===== src/rtl/ofm_postproc_writer_pkg.sv =====
// Shared constants and FSM encoding for the OFM post-processing writer.
// Widths here are the defaults; the modules carry them as overridable parameters.
package ofm_postproc_writer_pkg;

    localparam int DATA_W  = 16;
    localparam int OUT_W   = 8;
    localparam int PACK_N  = 4;
    localparam int WORD_W  = PACK_N * OUT_W;
    localparam int SHIFT_W = 4;
    localparam int SAT_MAX = 127;
    localparam int SAT_MIN = -128;

    typedef enum logic [1:0] {
        ST_IDLE,
        ST_RUN,
        ST_FLUSH,
        ST_DONE
    } state_e;

endpackage


===== src/rtl/ofm_postproc_writer_if.sv =====
// Psum input stream and OFM memory write port of the post-processing writer.
// Both channels use valid/ready: a beat transfers on a rising clk1 edge where valid && ready
// are both high; once raised, valid and its payload stay stable until that transfer.
interface ofm_postproc_writer_if #(
    parameter int DATA_WIDTH = 16,
    parameter int ADDR_WIDTH = 10,
    parameter int WORD_WIDTH = 32
);
    logic                  in_valid;
    logic [DATA_WIDTH-1:0] in_data;
    logic                  in_ready;
    logic                  wr_valid;
    logic                  wr_ready;
    logic [ADDR_WIDTH-1:0] wr_addr;
    logic [WORD_WIDTH-1:0] wr_data;

    // master: the writer block; slave: the psum producer plus the OFM memory
    modport master (
        input  in_valid, in_data, wr_ready,
        output in_ready, wr_valid, wr_addr, wr_data
    );
    modport slave (
        output in_valid, in_data, wr_ready,
        input  in_ready, wr_valid, wr_addr, wr_data
    );
endinterface


===== src/rtl/ofm_postproc_writer_requant_unit.sv =====
// Per-pixel arithmetic: registered bias add (S1), then ReLU, round-half-up shift and
// saturation to a signed byte (S2), which the packer captures directly.
module ofm_postproc_writer_requant_unit
    import ofm_postproc_writer_pkg::*;
#(
    parameter int DATA_WIDTH = DATA_W,
    parameter int OUT_WIDTH  = OUT_W
) (
    input  logic                  clk1,
    input  logic                  rst,
    input  logic                  en,
    input  logic                  in_valid,
    input  logic [DATA_WIDTH-1:0] in_data,
    input  logic [DATA_WIDTH-1:0] bias,
    input  logic [SHIFT_W-1:0]    shift,
    input  logic                  relu,
    output logic                  q_valid,
    output logic [OUT_WIDTH-1:0]  q_byte
);

    localparam int SUM_W = DATA_WIDTH + 1;
    // Two guard bits: the rounding increment can push a full-scale sum past SUM_W.
    localparam int EXT_W = DATA_WIDTH + 2;
    localparam logic signed [EXT_W-1:0] SAT_HI = EXT_W'(SAT_MAX);
    localparam logic signed [EXT_W-1:0] SAT_LO = EXT_W'(SAT_MIN);

    logic                    s1_valid;
    logic signed [SUM_W-1:0] s1_sum;
    logic signed [EXT_W-1:0] relu_v;
    logic signed [EXT_W-1:0] round_inc;
    logic signed [EXT_W-1:0] rounded;
    logic signed [EXT_W-1:0] shifted;

    always_ff @(posedge clk1 or posedge rst) begin
        if (rst) begin
            s1_valid <= 1'b0;
            s1_sum   <= '0;
        end else if (en) begin
            s1_valid <= in_valid;
            if (in_valid) begin
                s1_sum <= $signed({in_data[DATA_WIDTH-1], in_data}) +
                          $signed({bias[DATA_WIDTH-1], bias});
            end
        end
    end

    always_comb begin
        relu_v = {s1_sum[SUM_W-1], s1_sum};
        if (relu && relu_v[EXT_W-1]) begin
            relu_v = '0;
        end
        round_inc = (shift == '0) ? '0 : (EXT_W'(1) << (shift - SHIFT_W'(1)));
        rounded   = relu_v + round_inc;
        shifted   = rounded >>> shift;
        if (shifted > SAT_HI) begin
            q_byte = OUT_WIDTH'(SAT_MAX);
        end else if (shifted < SAT_LO) begin
            q_byte = OUT_WIDTH'(SAT_MIN);
        end else begin
            q_byte = shifted[OUT_WIDTH-1:0];
        end
    end

    assign q_valid = s1_valid;

endmodule


===== src/rtl/ofm_postproc_writer.sv =====
// OFM post-processing writer: requantizes a frame of psums, packs PACK bytes per word and
// writes them to sequential OFM addresses, pulsing done after the last word is accepted.
module ofm_postproc_writer
    import ofm_postproc_writer_pkg::*;
#(
    parameter int DATA_WIDTH = DATA_W,
    parameter int OUT_WIDTH  = OUT_W,
    parameter int PACK       = PACK_N,
    parameter int OFM_SIZE   = 62,
    parameter int ADDR_WIDTH = 10
) (
    input  logic                  clk1,
    input  logic                  rst,
    input  logic                  start,
    input  logic [DATA_WIDTH-1:0] cfg_bias,
    input  logic [SHIFT_W-1:0]    cfg_shift,
    input  logic                  cfg_relu,
    ofm_postproc_writer_if.master bus,
    output logic                  busy,
    output logic                  done,
    output state_e                dbg_state
);

    localparam int FRAME      = OFM_SIZE * OFM_SIZE;
    localparam int WORDS      = (FRAME + PACK - 1) / PACK;
    localparam int CNT_W      = $clog2(FRAME + 1);
    localparam int SLOT_W     = (PACK > 1) ? $clog2(PACK) : 1;
    localparam int WORD_WIDTH = PACK * OUT_WIDTH;
    localparam logic [CNT_W-1:0]      LAST_PIX  = CNT_W'(FRAME - 1);
    localparam logic [CNT_W-1:0]      FRAME_CNT = CNT_W'(FRAME);
    localparam logic [SLOT_W-1:0]     LAST_SLOT = SLOT_W'(PACK - 1);
    localparam logic [ADDR_WIDTH-1:0] LAST_ADDR = ADDR_WIDTH'(WORDS - 1);

    state_e                  state, state_next;
    logic [DATA_WIDTH-1:0]   bias_q;
    logic [SHIFT_W-1:0]      shift_q;
    logic                    relu_q;
    logic [CNT_W-1:0]        in_cnt;
    logic [CNT_W-1:0]        out_cnt;
    logic [SLOT_W-1:0]       slot;
    logic [WORD_WIDTH-1:0]   pack_buf;
    logic [WORD_WIDTH-1:0]   merged;
    logic                    wr_valid_q;
    logic [ADDR_WIDTH-1:0]   wr_addr_q;
    logic [WORD_WIDTH-1:0]   wr_data_q;
    logic                    en, in_ready, accept, take_start;
    logic                    q_valid, load;
    logic [OUT_WIDTH-1:0]    q_byte;

    // Every stage moves together; a stalled output word freezes the whole pipe.
    assign en         = !wr_valid_q || bus.wr_ready;
    assign in_ready   = en && (state == ST_RUN) && (in_cnt < FRAME_CNT);
    assign accept     = bus.in_valid && in_ready;
    assign take_start = (state == ST_IDLE) && start;
    assign load       = en && q_valid && ((slot == LAST_SLOT) || (out_cnt == LAST_PIX));

    ofm_postproc_writer_requant_unit #(
        .DATA_WIDTH(DATA_WIDTH),
        .OUT_WIDTH (OUT_WIDTH)
    ) u_requant_unit (
        .clk1    (clk1),
        .rst     (rst),
        .en      (en),
        .in_valid(accept),
        .in_data (bus.in_data),
        .bias    (bias_q),
        .shift   (shift_q),
        .relu    (relu_q),
        .q_valid (q_valid),
        .q_byte  (q_byte)
    );

    always_comb begin
        merged = pack_buf;
        for (int k = 0; k < PACK; k++) begin
            if (slot == SLOT_W'(k)) begin
                merged[k*OUT_WIDTH +: OUT_WIDTH] = q_byte;
            end
        end
    end

    always_comb begin
        state_next = state;
        case (state)
            ST_IDLE:  if (start) state_next = ST_RUN;
            ST_RUN:   if (accept && (in_cnt == LAST_PIX)) state_next = ST_FLUSH;
            // Leave only once every pixel is packed and the final word is handing off.
            ST_FLUSH: if ((out_cnt == FRAME_CNT) && (!wr_valid_q || bus.wr_ready)) state_next = ST_DONE;
            ST_DONE:  state_next = ST_IDLE;
            default:  state_next = ST_IDLE;
        endcase
    end

    always_ff @(posedge clk1 or posedge rst) begin
        if (rst) begin
            state      <= ST_IDLE;
            bias_q     <= '0;
            shift_q    <= '0;
            relu_q     <= 1'b0;
            in_cnt     <= '0;
            out_cnt    <= '0;
            slot       <= '0;
            pack_buf   <= '0;
            wr_valid_q <= 1'b0;
            wr_addr_q  <= '0;
            wr_data_q  <= '0;
        end else begin
            state <= state_next;
            if (take_start) begin
                bias_q    <= cfg_bias;
                shift_q   <= cfg_shift;
                relu_q    <= cfg_relu;
                in_cnt    <= '0;
                out_cnt   <= '0;
                slot      <= '0;
                pack_buf  <= '0;
                wr_addr_q <= '0;
            end else begin
                if (accept) begin
                    in_cnt <= in_cnt + 1'b1;
                end
                if (en && q_valid) begin
                    out_cnt <= out_cnt + 1'b1;
                    if (load) begin
                        slot      <= '0;
                        pack_buf  <= '0;
                        wr_data_q <= merged;
                    end else begin
                        slot     <= slot + 1'b1;
                        pack_buf <= merged;
                    end
                end
                // The final word keeps its address so wr_addr never runs past the frame.
                if (wr_valid_q && bus.wr_ready && (wr_addr_q != LAST_ADDR)) begin
                    wr_addr_q <= wr_addr_q + 1'b1;
                end
                if (load) begin
                    wr_valid_q <= 1'b1;
                end else if (bus.wr_ready) begin
                    wr_valid_q <= 1'b0;
                end
            end
        end
    end

    assign bus.in_ready = in_ready;
    assign bus.wr_valid = wr_valid_q;
    assign bus.wr_addr  = wr_addr_q;
    assign bus.wr_data  = wr_data_q;
    assign busy         = (state == ST_RUN) || (state == ST_FLUSH);
    assign done         = (state == ST_DONE);
    assign dbg_state    = state;

endmodule


===== src/flat_wrapper.sv =====
// flat-port wrapper written by rule: the top's interface ports become plain ports
module ofm_postproc_writer_flat import ofm_postproc_writer_pkg::*;
#(
    parameter int DATA_WIDTH = DATA_W,
    parameter int OUT_WIDTH  = OUT_W,
    parameter int PACK       = PACK_N,
    parameter int OFM_SIZE   = 62,
    parameter int ADDR_WIDTH = 10
)
  (clk1, rst, start, cfg_bias, cfg_shift, cfg_relu, busy, done, dbg_state, bus_in_valid, bus_in_data, bus_wr_ready, bus_in_ready, bus_wr_valid, bus_wr_addr, bus_wr_data);
  ofm_postproc_writer_if #(.DATA_WIDTH(DATA_WIDTH), .ADDR_WIDTH(ADDR_WIDTH), .WORD_WIDTH(32)) bus_i ();
  input  logic clk1;
  input  logic rst;
  input  logic start;
  input  logic [DATA_WIDTH-1:0] cfg_bias;
  input  logic [SHIFT_W-1:0] cfg_shift;
  input  logic cfg_relu;
  output logic busy;
  output logic done;
  output state_e dbg_state;
  input wire logic [$bits(bus_i.in_valid)-1:0] bus_in_valid;
  input wire logic [$bits(bus_i.in_data)-1:0] bus_in_data;
  input wire logic [$bits(bus_i.wr_ready)-1:0] bus_wr_ready;
  output wire logic [$bits(bus_i.in_ready)-1:0] bus_in_ready;
  output wire logic [$bits(bus_i.wr_valid)-1:0] bus_wr_valid;
  output wire logic [$bits(bus_i.wr_addr)-1:0] bus_wr_addr;
  output wire logic [$bits(bus_i.wr_data)-1:0] bus_wr_data;
  assign bus_i.in_valid = bus_in_valid;
  assign bus_i.in_data = bus_in_data;
  assign bus_i.wr_ready = bus_wr_ready;
  assign bus_in_ready = bus_i.in_ready;
  assign bus_wr_valid = bus_i.wr_valid;
  assign bus_wr_addr = bus_i.wr_addr;
  assign bus_wr_data = bus_i.wr_data;
  ofm_postproc_writer #(.DATA_WIDTH(DATA_WIDTH), .OUT_WIDTH(OUT_WIDTH), .PACK(PACK), .OFM_SIZE(OFM_SIZE), .ADDR_WIDTH(ADDR_WIDTH)) u_core (.clk1(clk1), .rst(rst), .start(start), .cfg_bias(cfg_bias), .cfg_shift(cfg_shift), .cfg_relu(cfg_relu), .bus(bus_i), .busy(busy), .done(done), .dbg_state(dbg_state));
endmodule

===== config.mk =====
export PLATFORM = sky130hd
export DESIGN_NAME = ofm_postproc_writer_flat
export DESIGN_NICKNAME = d
export VERILOG_FILES = /design/src/rtl/ofm_postproc_writer_pkg.sv /design/src/rtl/ofm_postproc_writer_if.sv /design/src/rtl/ofm_postproc_writer_requant_unit.sv /design/src/rtl/ofm_postproc_writer.sv /design/src/flat_wrapper.sv
export SDC_FILE = /design/constraint.sdc
export NUM_CORES = 1
export LEC_CHECK = 0
export ABC_AREA = 1
export BUFFER_PORTS_ARGS = -buffer_cell sky130_fd_sc_hd__buf_2
export CAP_MARGIN = 25
export CORE_MARGIN = 2
export CORE_UTILIZATION = 45
export DETAILED_ROUTE_END_ITERATION = 16
export PLACE_DENSITY = 0.63
export SYNTH_ARGS = -nofsm -noshare
export SYNTH_HDL_FRONTEND = slang
export SYNTH_HIERARCHICAL = 1
export SYNTH_SLANG_ARGS = --single-unit

===== constraint.sdc =====
create_clock -name clk1 -period 7.7 [get_ports clk1]
set_input_delay 0.385 -clock clk1 [delete_from_list [all_inputs] [get_ports clk1]]
set_output_delay 0.385 -clock clk1 [all_outputs]
set_load 0.02 [all_outputs]

==> metrics.sh, run 1 <==
CTS.ROOT.BUFFER_CELL='clkbuf_16'
WL_PER_CELL_UM=14.3
SYNTH_LARGEST_AREA_CELL='dfrtp_1'
SYN-CELL-AREA_SQ_UM=9780
FIN_NETS=1582
SYN_NETS=1517
CLOCK_SINK_COUNT=142
YOSYS-TOP-CELLS-AREA='dfrtp_1 (36%), nand2_1 (17%), nand3_1 (7.7%)'
CTS-RESIZED-GATES=0
POST_ROUTE_CELLS_DRIVE_ABOVE_1_SHARE=0.114
TIMING.MAX_CAP.VIOLATIONS=0
LEAKAGEPOWER_nW=5.78
GRT_USE_TOTAL=0.237
R2R_START='u_core/shift_q[0]$_DFFE_PP0P_'
DIE_EXTENT_IN_X_UM=151
IO_PINS=90
ROUTE.ANTENNA.REMAINING_NETS=0
LAYOUT.CELLS.MOST_COMMON_LIST='nand2_1 (447), inv_1 (173), nand3_1 (150), dfrtp_1 (142), o21ai_0 (116)'
DIE_H_UM=151
FINALHOLDVIOLATIONS=0
CRITPATHLAUNCHTYPE='register'
NUMBER_OF_GLOBAL_ROUTE_VIAS_BEFORE_REPAIR=8839
PORT-BUFFER-COUNT=89
POWER_DENSITY_nW_PER_UM2=372
SYNTH_FF_TYPE='dfrtp_1'
HTREE_LEVELS=4
DRT_FIRST_ITER_VIOLATIONS=639
TIMING.FINAL.SETUP_VIOLATIONS=0
CTS_MAX_PATH_BUFFERS=2
DRT_WL_TOTAL_UM=25500
RESIDUAL_DRC=0
MOST_COMMON_LIBRARY_CELL_IN_THE_LAYOUT_IGNORING_FILL_AND_TAPS='nand2_1'
DIEAREA_SQ_UM=22900
HOLDWS_NS=0.109
DRT-VIAS-PER-INSTANCE=5.27
ROUTED_VIAS=9396
SHARE_OF_THE_YOSYS_CHIP_AREA_BELONGING_TO_REGISTERS=0.363
FINCLKSKEW_NS=0.0160
LATER_PIN_CLOCK_LATENCY_IN_THE_SKEW_REPORT_NS=0.43
PATH_CLASS='reg -> reg'
FINALPOWER_mW=4.11
SYNTH_EDF_COUNT=0
INITIAL_UTILIZATION=0.462
OUTCOME='finished, final reports clean'
FINAL.SETUP.WORST_SLACK_NS=2.69
GRT_ANTENNA_BEFORE_REPAIR=2
POST_SYNTH_INST_COUNT=1427
SLOWEST_DELAY_NS=0.77
SYNTHDISTINCTLIBCELLS=49
HOLD_BUFFERS=0
PLACE_CONGESTION=0.913
WORSTMARGINPINSLEW_NS=0.897
CLK_TRANSITION_REPORTED_PATHS_NS=0.07
SLEW_HEADROOM=0.402
RR_WORST_DEPTH=29
RSZ_0062_RAISED_AFTER_GLOBAL_ROUTING='false'
CRITICAL_PATH.REG2REG.ENDPOINT='u_core/pack_buf[6]$_DFFE_PP0P_'
SYNTHDOMINANTCELLAREASHARE=0.363
TIMING.CRITICAL_PATH.MODE_CELL='nand2_1'
POSTSYNTHAREAPERCELL_SQ_UM=6.85
ROWS=53
WORST-R2R-SETUP-SLACK_NS=2.69
GRT_PASS1_WL_UM=43100
FIRST_PASS_ITERS=5
PLACE_WS_NS=2.77
TRITONCTS.NUM_BUFFERS=17
DP_HPWL_UM=18200
CORE_AREA_SQ_UM=21200
WORST_EP_REQUIRED_TIME_NS=7.99
YS_WARN_COUNT=6
CLOCK_TREE_FROM_TRITONCTS='built'
WORSTPATHARRIVAL_NS=5.30
GLOBAL_ROUTE.OVERFLOW_TOTAL=0
FINAL_CORE_UTIL=0.521
MAX-VDD-IR-DROP_mV=0.212
FINALCRITPERIODSHARE=0.651
GRT_START_MAX_NET_PINS=81
YS_SEQ_ELEMENTS=142
POST-ROUTE-MIN-PERIOD_NS=5.01
CRIT_PATH_TOP_DELAY_CELL='dfrtp_1'
CRIT_FANOUT=23
FINAL_MAX_SLEW_VIOL_COUNT=0
HOLD_PATH.CLASS='in -> async'
AREAGROWTHSYNTHTOFINISH_PCT=12.7
WORSTSETUPENDPOINTTYPE='register'
ASYNC_FLOP_SHARE=1.00
CLOCK.FMAX_GHz=0.199
SETUP_TNS_FINAL_NS=0
POST_CTS.REPAIR.SETUP_BUFFERS=0
critical path, delay by kind of cell (launching register included):
family,cells,cell delay (ns)
DFF,1,0.77
and+or+nand+nor,20,2.17
adders and majority gates,2,0.54
AOI/OAI and AO/OA,3,0.46
buffers and inverters,4,0.90
final cells by class:
class                   instances  area (sq um)
inverters                     184           693
multi-input cells            1053          5310
well taps                     275           344
flip-flops and latches        142          3550
repair buffers                 94           503
diodes                          2          5.00
clock buffers                  17           425
fillers                      2106         10100
clock inverters                15           194
report_power, final:
| group | total, mW | leakage [nW] | switching, mW | internal (mW) |
|---|---|---|---|---|
| logic | 2.17 | 3.58 | 1.48 | 0.686 |
| registers | 1.07 | 1.90 | 0.133 | 0.940 |
| clock network | 0.864 | 0.296 | 0.370 | 0.494 |
flip-flops by register name (all words and copies together) (netlist names):
| name | flops |
|---|---|
| u_core/dbg_state | 2 |
| u_core/pack_buf | 32 |
| u_core/relu_q | 1 |
| u_core/bus.wr_valid | 1 |
| u_core/slot | 2 |
| u_core/bus.wr_data | 32 |
| u_core/shift_q | 4 |
| u_core/in_cnt | 12 |
| u_core/u_requant_unit/q_valid | 1 |
| u_core/u_requant_unit/s1_sum | 17 |
| u_core/bus.wr_addr | 10 |
| u_core/bias_q | 16 |
| u_core/out_cnt | 12 |
stage by stage:
stage / cells / area [sq um]
floorplan: 1427 / 9780
finish: 1782 / 11000
global route: 1780 / 11000
CTS: 1780 / 11000
global placement: 1747 / 10400
detailed placement: 1748 / 10400
worst max path at each step:
| stage | slack, ns | depth (start not counted) | end | from |
|---|---|---|---|---|
| after floorplan | 4.02 | 1 | u_core/bias_q[0]$_DFFE_PP0P_ | rst |
| after global placement | 2.81 | 29 | u_core/pack_buf[25]$_DFFE_PP0P_ | u_core/shift_q[0]$_DFFE_PP0P_ |
| after detailed placement | 2.77 | 29 | u_core/pack_buf[6]$_DFFE_PP0P_ | u_core/shift_q[0]$_DFFE_PP0P_ |
| after CTS | 2.73 | 31 | u_core/pack_buf[6]$_DFFE_PP0P_ | u_core/shift_q[0]$_DFFE_PP0P_ |
| after global routing | 1.99 | 31 | u_core/pack_buf[6]$_DFFE_PP0P_ | u_core/shift_q[0]$_DFFE_PP0P_ |
| final | 2.69 | 29 | u_core/pack_buf[6]$_DFFE_PP0P_ | u_core/shift_q[0]$_DFFE_PP0P_ |
cells in the mapped netlist (all sizes together) (2+ instances only):
master / count
a21o: 2
a21oi: 30
a31oi: 3
and2: 2
buf: 22
clkbuf: 26
clkinv: 4
dfrtp: 142
fa: 2
ha: 46
inv: 180
nand2: 461
nand3: 155
nand4: 55
nor2: 110
nor3: 12
o2111ai: 2
o211ai: 8
o21ai: 117
o21bai: 4
o22ai: 3
o31ai: 8
or2: 4
xnor2: 3
xor2: 16
metal layers:
layer	up-vias	wire [um]	part of all wire	GRT usage
met5	-	0	0	0
li1	4778	-	-	-
met1	4309	12400	0.49	0.333
met2	278	11200	0.44	0.369
met3	31	1470	0.058	0.0467
met4	0	405	0.016	0.0701
cells by family after synthesis:
group	after synthesis	share of synthesized area
AOI/OAI and AO/OA	184	0.105
xor gates and xnor gates	19	0.0170
adders and majority gates	48	0.0629
buffers and inverters	232	0.0939
DFF	142	0.363
other	1	0.000383
and+or+nand+nor	801	0.358
Note: power is estimated with default switching activity, not from simulation.
==> run 2, diff against run 1 <==
Settings changed: PLACE_DENSITY 0.63 to 0.66.
Clock period 7.7 ns to 4.2 ns, I/O delays scaled along.
==> run 2 against run 1 <==
Net effect:
- first-iteration DRC count rose by 8.8%
- non-clock buffer count is 32 higher
- register-to-register slack got worse by 2.3 ns
- sequential cell count stayed put
- setup slack worse by 2.3 ns
- final cell count grew 1.7%
- combinational power grew 90%
- hold slack got worse by 0.086 ns
- utilization is 1.4 points higher
- critical path type unchanged
==> metrics.sh, run 2 (synthesized netlist as in run 1, its figures left out) <==
DIODES=0  # -2
WORST_EP_REQUIRED_TIME_NS=4.50  # -3.49 ns
DIE_EXTENT_IN_X_UM=151  # unchanged
TRITONCTS.NUM_BUFFERS=17  # unchanged
SLOWEST_DELAY_NS=0.39  # -0.38 ns
ROWS=53  # unchanged
CLOCK_TREE_FROM_TRITONCTS='built'
FINALHOLDVIOLATIONS=0  # unchanged
DP_HPWL_UM=18400  # +1.1%
RESIDUAL_DRC=0  # unchanged
PORT-BUFFER-COUNT=89  # unchanged
COMB_POWER_SHARE=0.549  # +0.021
OUTCOME='finished, final reports clean'
SLEW_HEADROOM=0.385  # -0.0167
FINALCRITPERIODSHARE=0.913  # +0.262
POWER.SHARE.SWITCHING=0.483  # -0.000549
IO_PINS=90  # unchanged
GRT_USE_TOTAL=0.234  # -0.00251
TIMING.FINAL.SETUP_VIOLATIONS=0  # unchanged
TIMING.CRITICAL_PATH.MODE_CELL='nand2_1'
NUMBER_OF_GLOBAL_ROUTE_VIAS_BEFORE_REPAIR=8877  # +0.43%
CLOCK_SINK_COUNT=142  # unchanged
WORSTPATHARRIVAL_NS=4.14  # -1.16 ns
SHARE_SEQ_OF_TOTAL_POWER=0.255  # -0.006
CELL_INTERNAL_PWR_mW=3.89  # +84%
FINCLKSKEW_NS=0.0121  # -0.00383 ns
CRITPATHLAUNCHTYPE='register'
HOLD_PATH.CLASS='in -> reg'
CLOCK.FMAX_GHz=0.261  # +31%
SETUP_TNS_FINAL_NS=0  # unchanged
LAYOUT.CELLS.MOST_COMMON_LIST='nand2_1 (444), inv_1 (170), nand3_1 (150), dfrtp_1 (140), o21ai_0 (116)'
POWER_SHARE_OF_THE_CLOCK_GROUP=0.196  # -0.014
LEAKAGEPOWER_nW=5.89  # +2.0%
LAYOUT.CELL_AREA.NON_FILLER_SQ_UM=11300  # +2.7%
MAX-VDD-IR-DROP_mV=0.351  # +65%
SWITCHINGPOWER_mW=3.63  # +83%
WORSTMARGINPINSLEW_NS=0.922  # +0.0251 ns
POST-ROUTE-MIN-PERIOD_NS=3.83  # -1.18 ns
FINAL_MAX_SLEW_VIOL_COUNT=0  # unchanged
FIRST_PASS_ITERS=6  # +1
DIE_H_UM=151  # unchanged
FINAL_CORE_UTIL=0.535  # +0.0139
PATH_CLASS='reg -> reg'
GRT_ANTENNA_BEFORE_REPAIR=0  # -2
AREAGROWTHSYNTHTOFINISH_PCT=15.7
GRT_PASS1_WL_UM=43100  # about the same
FINALPOWER_mW=7.53  # +83%
INITIAL_UTILIZATION=0.462  # unchanged
TIMING.MAX_CAP.VIOLATIONS=0  # unchanged
ROUTED_VIAS=9501  # +1.1%
DRT_WL_TOTAL_UM=25800  # +1.2%
POST_ROUTE_CELLS_DRIVE_ABOVE_1_SHARE=0.129  # +0.0152
PLACE_CONGESTION=0.975  # +6.8%
GLOBAL_ROUTE.OVERFLOW_TOTAL=0  # unchanged
GRT_START_MAX_NET_PINS=72  # -11%
CORE_AREA_SQ_UM=21200  # unchanged
DIEAREA_SQ_UM=22900  # unchanged
MOST_COMMON_LIBRARY_CELL_IN_THE_LAYOUT_IGNORING_FILL_AND_TAPS='nand2_1'
DRT-VIAS-PER-INSTANCE=5.24  # -0.56%
HTREE_LEVELS=4  # unchanged
LATER_PIN_CLOCK_LATENCY_IN_THE_SKEW_REPORT_NS=0.42  # about the same
WL_PER_CELL_UM=14.3  # -0.48%
CLK_TRANSITION_REPORTED_PATHS_NS=0.07  # about the same
CTS.ROOT.BUFFER_CELL='clkbuf_16'
CRIT_FANOUT=7  # -70%
FIN_NETS=1614  # +2.0%
CRIT_PATH_TOP_DELAY_CELL='dfrtp_1'
DRT_FIRST_ITER_VIOLATIONS=695  # +8.8%
RSZ_0062_RAISED_AFTER_GLOBAL_ROUTING='false'
ROUTE.ANTENNA.REMAINING_NETS=0  # unchanged
PLACE_INST=1759  # +0.63%
POWER_DENSITY_nW_PER_UM2=665  # +79%
WORSTSETUPENDPOINTTYPE='register'
FINALNONFILLERCELLS=1812  # +1.7%
CTS_MAX_PATH_BUFFERS=2  # unchanged
PLACEMENT.CELL_AREA_SQ_UM=10500  # +0.79%
## run 2: through the flow
step,worst slack [ns],hold WS (ns)
2_1_floorplan,0.666,0.149
3_3_place_gp,0.327,0.378
3_5_place_dp,0.257,0.387
4_1_cts,0.216,0.00457
5_1_grt,0.00474,0.0154
6_report,0.367,0.0230
## run 2: worst max-delay path, delay by kind of cell, from the launching register on
family          cells  cell delay, ns
simple gates       21            2.17
fa+ha+maj           2            0.58
flops               1            0.39
buf+inv             3            0.32
compound gates      2            0.26
## run 2: metal layers
metal  global-route usage  up-vias  routed length (um)
li1                     -     4839                   -
met1                0.339     4358               12600
met2                0.351      263               11300
met3               0.0464       41                1410
met4               0.0738        0                 541
met5                    0        -                   0
## run 2: path summary, 6_finish.rpt
path	startpoint	to	slack (ns)	depth (start not counted)
hold / removal	cfg_bias[0]	u_core/bias_q[0]$_DFFE_PP0P_	0.02	3
max in group asynchronous	rst	u_core/shift_q[2]$_DFFE_PP0P_	2.69	4
setup / recovery	u_core/relu_q$_DFFE_PP0P_	u_core/pack_buf[24]$_DFFE_PP0P_	0.37	28
hold reg to reg	u_core/bus.wr_data[29]$_DFFE_PP0P_	u_core/bus.wr_data[29]$_DFFE_PP0P_	0.47	2
setup reg to reg	u_core/relu_q$_DFFE_PP0P_	u_core/pack_buf[24]$_DFFE_PP0P_	0.37	28
min in group asynchronous	rst	u_core/u_requant_unit/s1_sum[3]$_DFFE_PP0P_	0.50	3
## run 2: timing repair
item,CTS,global route
resized for setup,0,17
buffers inserted,0,2
endpoints found under the setup margin,0,56
hold buffers,19,0
hold endpoints to repair,36,0
## run 2: final cells by class
class / instances / area [sq um]
tap: 275 / 344
inverter: 184 / 697
timing repair buffer: 126 / 807
sequential: 142 / 3560
multi-input combinational: 1053 / 5340
clock buffer: 19 / 453
clock inverter: 13 / 120
fill: 2085 / 9830
## run 2: power by group through the flow
stage / clock network, mW / registers (mW) / logic [mW]
2_1_floorplan: 0 / 1.98 / 2.93
3_3_place_gp: 0 / 1.94 / 3.93
3_5_place_dp: 0 / 1.95 / 3.98
4_1_cts: 1.51 / 1.93 / 4.02
5_1_grt: 1.57 / 1.97 / 4.68
6_report: 1.48 / 1.92 / 4.13
==> run 3, diff against run 2 <==
Settings changed: ABC_AREA 1 to default.
==> run 3 against run 2 <==
Net effect:
- wire length is 11% lower
- sequential share of layout area is 1.1 points lower
- register-to-register slack worse by 0.36 ns
- critical path depth is 10 lower
- combinational power is 43% lower
- clock power is 10% higher
- maximum frequency is 8.6% lower
- sequential power is 3% higher
- setup slack worse by 0.36 ns
- critical path type unchanged
- largest cell class unchanged
- largest power group unchanged
==> metrics.sh, run 3 <==
OUTCOME='finished, final reports clean'
SHARE_SEQ_OF_TOTAL_POWER=0.331  # +0.076
TIMING.MAX_CAP.VIOLATIONS=0  # unchanged
LATER_PIN_CLOCK_LATENCY_IN_THE_SKEW_REPORT_NS=0.43  # about the same
FINAL_CORE_UTIL=0.579  # +0.0442
SYNTH-SIMPLE-AREA-SHARE=0.204  # -0.153
WORSTMARGINPINSLEW_NS=0.892  # -0.0300 ns
POST_SYNTH_INST_COUNT=1026  # -28%
SHARE_OF_THE_YOSYS_CHIP_AREA_BELONGING_TO_REGISTERS=0.382  # +0.0189
CRIT_END='u_core/bus.wr_data[27]$_DFFE_PP0P_'
R2R_START='u_core/shift_q[1]$_DFFE_PP0P_'
CTS.ROOT.BUFFER_CELL='clkbuf_16'
CTS_MAX_PATH_BUFFERS=2  # unchanged
GRT_PASS1_WL_UM=37900  # -12%
CRITICAL_PATH.STARTPOINT='u_core/shift_q[1]$_DFFE_PP0P_'
GRT_START_MAX_NET_PINS=74  # +2.8%
ASYNC_FLOP_SHARE=1.00  # unchanged
POWER_SHARE_OF_THE_CLOCK_GROUP=0.274  # +0.078
FINALNONFILLERCELLS=1469  # -19%
POST_ROUTE_CELLS_DRIVE_ABOVE_1_SHARE=0.267  # +0.138
SLOWEST_DELAY_NS=0.52  # +0.13 ns
NFILLCELLS=1775  # -15%
MOST_COMMON_LIBRARY_CELL_IN_THE_LAYOUT_IGNORING_FILL_AND_TAPS='nand2_1'
ROUTE.ANTENNA.REMAINING_NETS=0  # unchanged
SYNTH_EDF_COUNT=0  # unchanged
FINALCRITPERIODSHARE=0.999  # +0.0861
PLACE_CONGESTION=0.874  # -10%
FINALHOLDVIOLATIONS=0  # unchanged
SWITCHINGPOWER_mW=2.21  # -39%
SYNTH_XOR_XNOR_AREA_SHARE=0.0433  # +0.0263
WORSTSETUPENDPOINTTYPE='register'
WORSTPATHARRIVAL_NS=4.54  # +0.40 ns
LAYOUT.CELL_AREA.NON_FILLER_SQ_UM=11700  # +3.5%
COMB_POWER_SHARE=0.395  # -0.154
GRT_USE_TOTAL=0.213  # -0.0208
TRITONCTS.NUM_BUFFERS=17  # unchanged
RR_WORST_DEPTH=18  # -36%
SYNTH_FF_TYPE='dfrtp_1'
PATH_CELLS='inv_2 -> nand2_2 -> buf_4 -> nor2_2 -> ha_4 -> o211ai_1 -> a21oi_4 -> o21a_4 -> a2111oi_4 -> nor3_4 -> mux4_2 -> buf_6 -> o41ai_4 -> buf_4 -> a31oi_4 -> o31ai_4 -> mux2i_1 -> o21ai_1'
PATH_CLASS='reg -> reg'
INITIAL_UTILIZATION=0.459  # -0.00285
MAX-VDD-IR-DROP_mV=0.269  # -23%
HTREE_LEVELS=4  # unchanged
CRITICAL_PATH.REG2REG.ENDPOINT='u_core/bus.wr_data[27]$_DFFE_PP0P_'
YS_SEQ_ELEMENTS=142  # unchanged
SYN_NETS=1116  # -26%
FINAL.SETUP.WORST_SLACK_NS=0.00587  # -0.362 ns
CRIT_FANOUT=7  # unchanged
COMBINATIONAL_FAMILY_WITH_THE_MOST_AREA_AFTER_SYNTHESIS='simple AND/OR/NAND/NOR gates'
SYNTH.TOP_CELLS.BY_COUNT='nand2_1 (170), dfrtp_1 (142), nor2_1 (82)'
TIMING.FINAL.SETUP_VIOLATIONS=0  # unchanged
DRT_WL_TOTAL_UM=22900  # -11%
WL_PER_CELL_UM=15.6  # +9.3%
ARITHMETIC_CELL_SHARE_OF_THE_SYNTHESIZED_AREA_COUNTING_FULL_ADDERS_HALF_ADDERS_AND_MAJORITY_GATES=0.0662  # +0.00327
PLACE_INST=1394  # -21%
ROUTED_VIAS=8023  # -16%
POWER.SHARE.SWITCHING=0.371  # -0.112
CLOCK_SINK_COUNT=142  # unchanged
PLACEMENT.CELL_AREA_SQ_UM=10300  # -1.5%
MUX_SHARE_OF_POST_SYNTHESIS_CELL_AREA=0.0723  # +0.0723
POSTSYNTHAREAPERCELL_SQ_UM=9.06  # +32%
DRT_FIRST_ITER_VIOLATIONS=529  # -24%
SYNTH_LARGEST_AREA_CELL='dfrtp_1'
CLK_TRANSITION_REPORTED_PATHS_NS=0.06  # about the same
SYNTH-COMPOUND-AREA-SHARE=0.192  # +0.0877
CRITPATHLAUNCHTYPE='register'
CRIT_PATH_TOP_DELAY_CELL='mux4_2'
SLEW_HEADROOM=0.405  # +0.0200
DIE_H_UM=148  # -2.4%
FIN_NETS=1276  # -21%
YOSYS-TOP-CELLS-AREA='dfrtp_1 (38%), nand2_1 (6.9%), ha_1 (6.2%)'
WORST_EP_REQUIRED_TIME_NS=4.54  # +0.04 ns
LEAKAGEPOWER_nW=5.49  # -6.9%
CELL_INTERNAL_PWR_mW=3.75  # -3.8%
CLOCK.FMAX_GHz=0.238  # -8.6%
DIODES=0  # unchanged
SYNTHDOMINANTCELLAREASHARE=0.382  # +0.0189
FINAL_MAX_SLEW_VIOL_COUNT=0  # unchanged
NUMBER_OF_GLOBAL_ROUTE_VIAS_BEFORE_REPAIR=7659  # -14%
GRT_ANTENNA_BEFORE_REPAIR=0  # unchanged
FIRST_PASS_ITERS=5  # -1
POST-ROUTE-MIN-PERIOD_NS=4.19  # +0.362 ns
POWER_DENSITY_nW_PER_UM2=508  # -24%
DIEAREA_SQ_UM=21800  # -4.8%
CLOCK_TREE_FROM_TRITONCTS='built'
CORE_AREA_SQ_UM=20200  # -4.3%
DIE_EXTENT_IN_X_UM=148  # -2.4%
DRT-VIAS-PER-INSTANCE=5.46  # +4.2%
AREAGROWTHSYNTHTOFINISH_PCT=26.1
POST-SYNTH-TOP-COUNT-CELL='nand2_1'
DP_HPWL_UM=16200  # -12%
TIMING.CRITICAL_PATH.MODE_CELL='buf_4'
WORST-R2R-SETUP-SLACK_NS=0.006  # -0.36 ns
PLACE_WS_NS=-0.0830  # -0.340 ns
PORT-BUFFER-COUNT=89  # unchanged
ROWS=52  # -1.9%
RESIDUAL_DRC=0  # unchanged
LAYOUT.CELLS.MOST_COMMON_LIST='nand2_1 (160), dfrtp_1 (142), buf_2 (89), nor2_1 (77), buf_4 (77)'
FINCLKSKEW_NS=0.0124  # +0.000293 ns
SYNTHDISTINCTLIBCELLS=92  # +88%
GLOBAL_ROUTE.OVERFLOW_TOTAL=0  # unchanged
IO_PINS=90  # unchanged
HOLD_PATH.CLASS='in -> reg'
YS_WARN_COUNT=6  # unchanged
RSZ_0062_RAISED_AFTER_GLOBAL_ROUTING='true'
SYN-CELL-AREA_SQ_UM=9300  # -4.9%
## run 3: cell types whose count changed after synthesis, sizes merged, moves of 16 or more
cell,delta
inv,-145
nand2,-291
and2,+24
nor2,-27
a21oi,+21
mux2i,+45
o21ai,-40
nand4,-46
and3,+16
nand3,-127
xnor2,+21
a22o,+25
## run 3: metal layers
metal	share of wire	global-route usage
met5	0	0
met4	0.018	0.0712
met3	0.042	0.0401
met2	0.47	0.339
met1	0.47	0.295
## run 3: worst min-delay path by stage
stage | startpoint | endpoint | cells past startpoint
finish | cfg_relu | u_core/relu_q$_DFFE_PP0P_ | 3
global route | cfg_relu | u_core/relu_q$_DFFE_PP0P_ | 3
CTS | cfg_relu | u_core/relu_q$_DFFE_PP0P_ | 3
detailed placement | rst | u_core/u_requant_unit/s1_sum[2]$_DFFE_PP0P_ | 2
global placement | rst | u_core/u_requant_unit/s1_sum[0]$_DFFE_PP0P_ | 2
floorplan | rst | u_core/u_requant_unit/q_valid$_DFFE_PP0P_ | 1
## run 3: power groups by stage
stage	logic [mW]	registers [mW]	clock network, mW
floorplan	1.41	2.10	0
global placement	2.14	1.99	0
detailed placement	2.17	2.00	0
CTS	2.23	1.97	1.66
global route	2.59	2.03	1.73
finish	2.35	1.97	1.63
## run 3: cells by family (layout without fill, tap and decap cells)
logic type,count (synthesis),in the layout
mux,58,58
compound gates,248,248
other cells,1,1
flops,142,142
simple gates,399,399
buf+inv,84,257
fa+ha+maj,48,48
xor+xnor,46,46
## run 3: area by class of cell
cell class | count | area [sq um] | area share
clock buffer | 18 | 439 | 0.0375
tap | 270 | 338 | 0.0288
multi-input combinational | 800 | 5790 | 0.494
timing repair buffer | 189 | 1260 | 0.107
sequential | 142 | 3550 | 0.303
inverter | 36 | 139 | 0.0118
clock inverter | 14 | 203 | 0.0173
## run 3: what timing repair did
item | 4_1_cts | 5_1_grt
resized for setup | 20 | 67
setup buffers | 2 | 22
endpoints found under the setup margin | 38 | 49
endpoints found under the hold margin | 36 | 0
hold buffers | 19 | 0
pin swaps | 7 | 27
## run 3: through the flow
step / power [mW] / hold WS [ns] / setup TNS [ns]
2_1_floorplan: 3.51 / 0.149 / 0
3_3_place_gp: 4.13 / 0.397 / -0.00306
3_5_place_dp: 4.16 / 0.398 / -0.540
4_1_cts: 5.87 / 0.00485 / 0
5_1_grt: 6.35 / 0.0199 / -3.34
6_report: 5.96 / 0.00451 / 0
## run 3: worst max-delay path: cells and delay by family (launching register included)
family | cells | cell delay [ns]
and+or+nand+nor | 3 | 0.30
buffers and inverters | 4 | 0.61
muxes | 2 | 0.66
DFF | 1 | 0.41
adders and majority gates | 1 | 0.24
AOI/OAI and AO/OA | 8 | 1.88
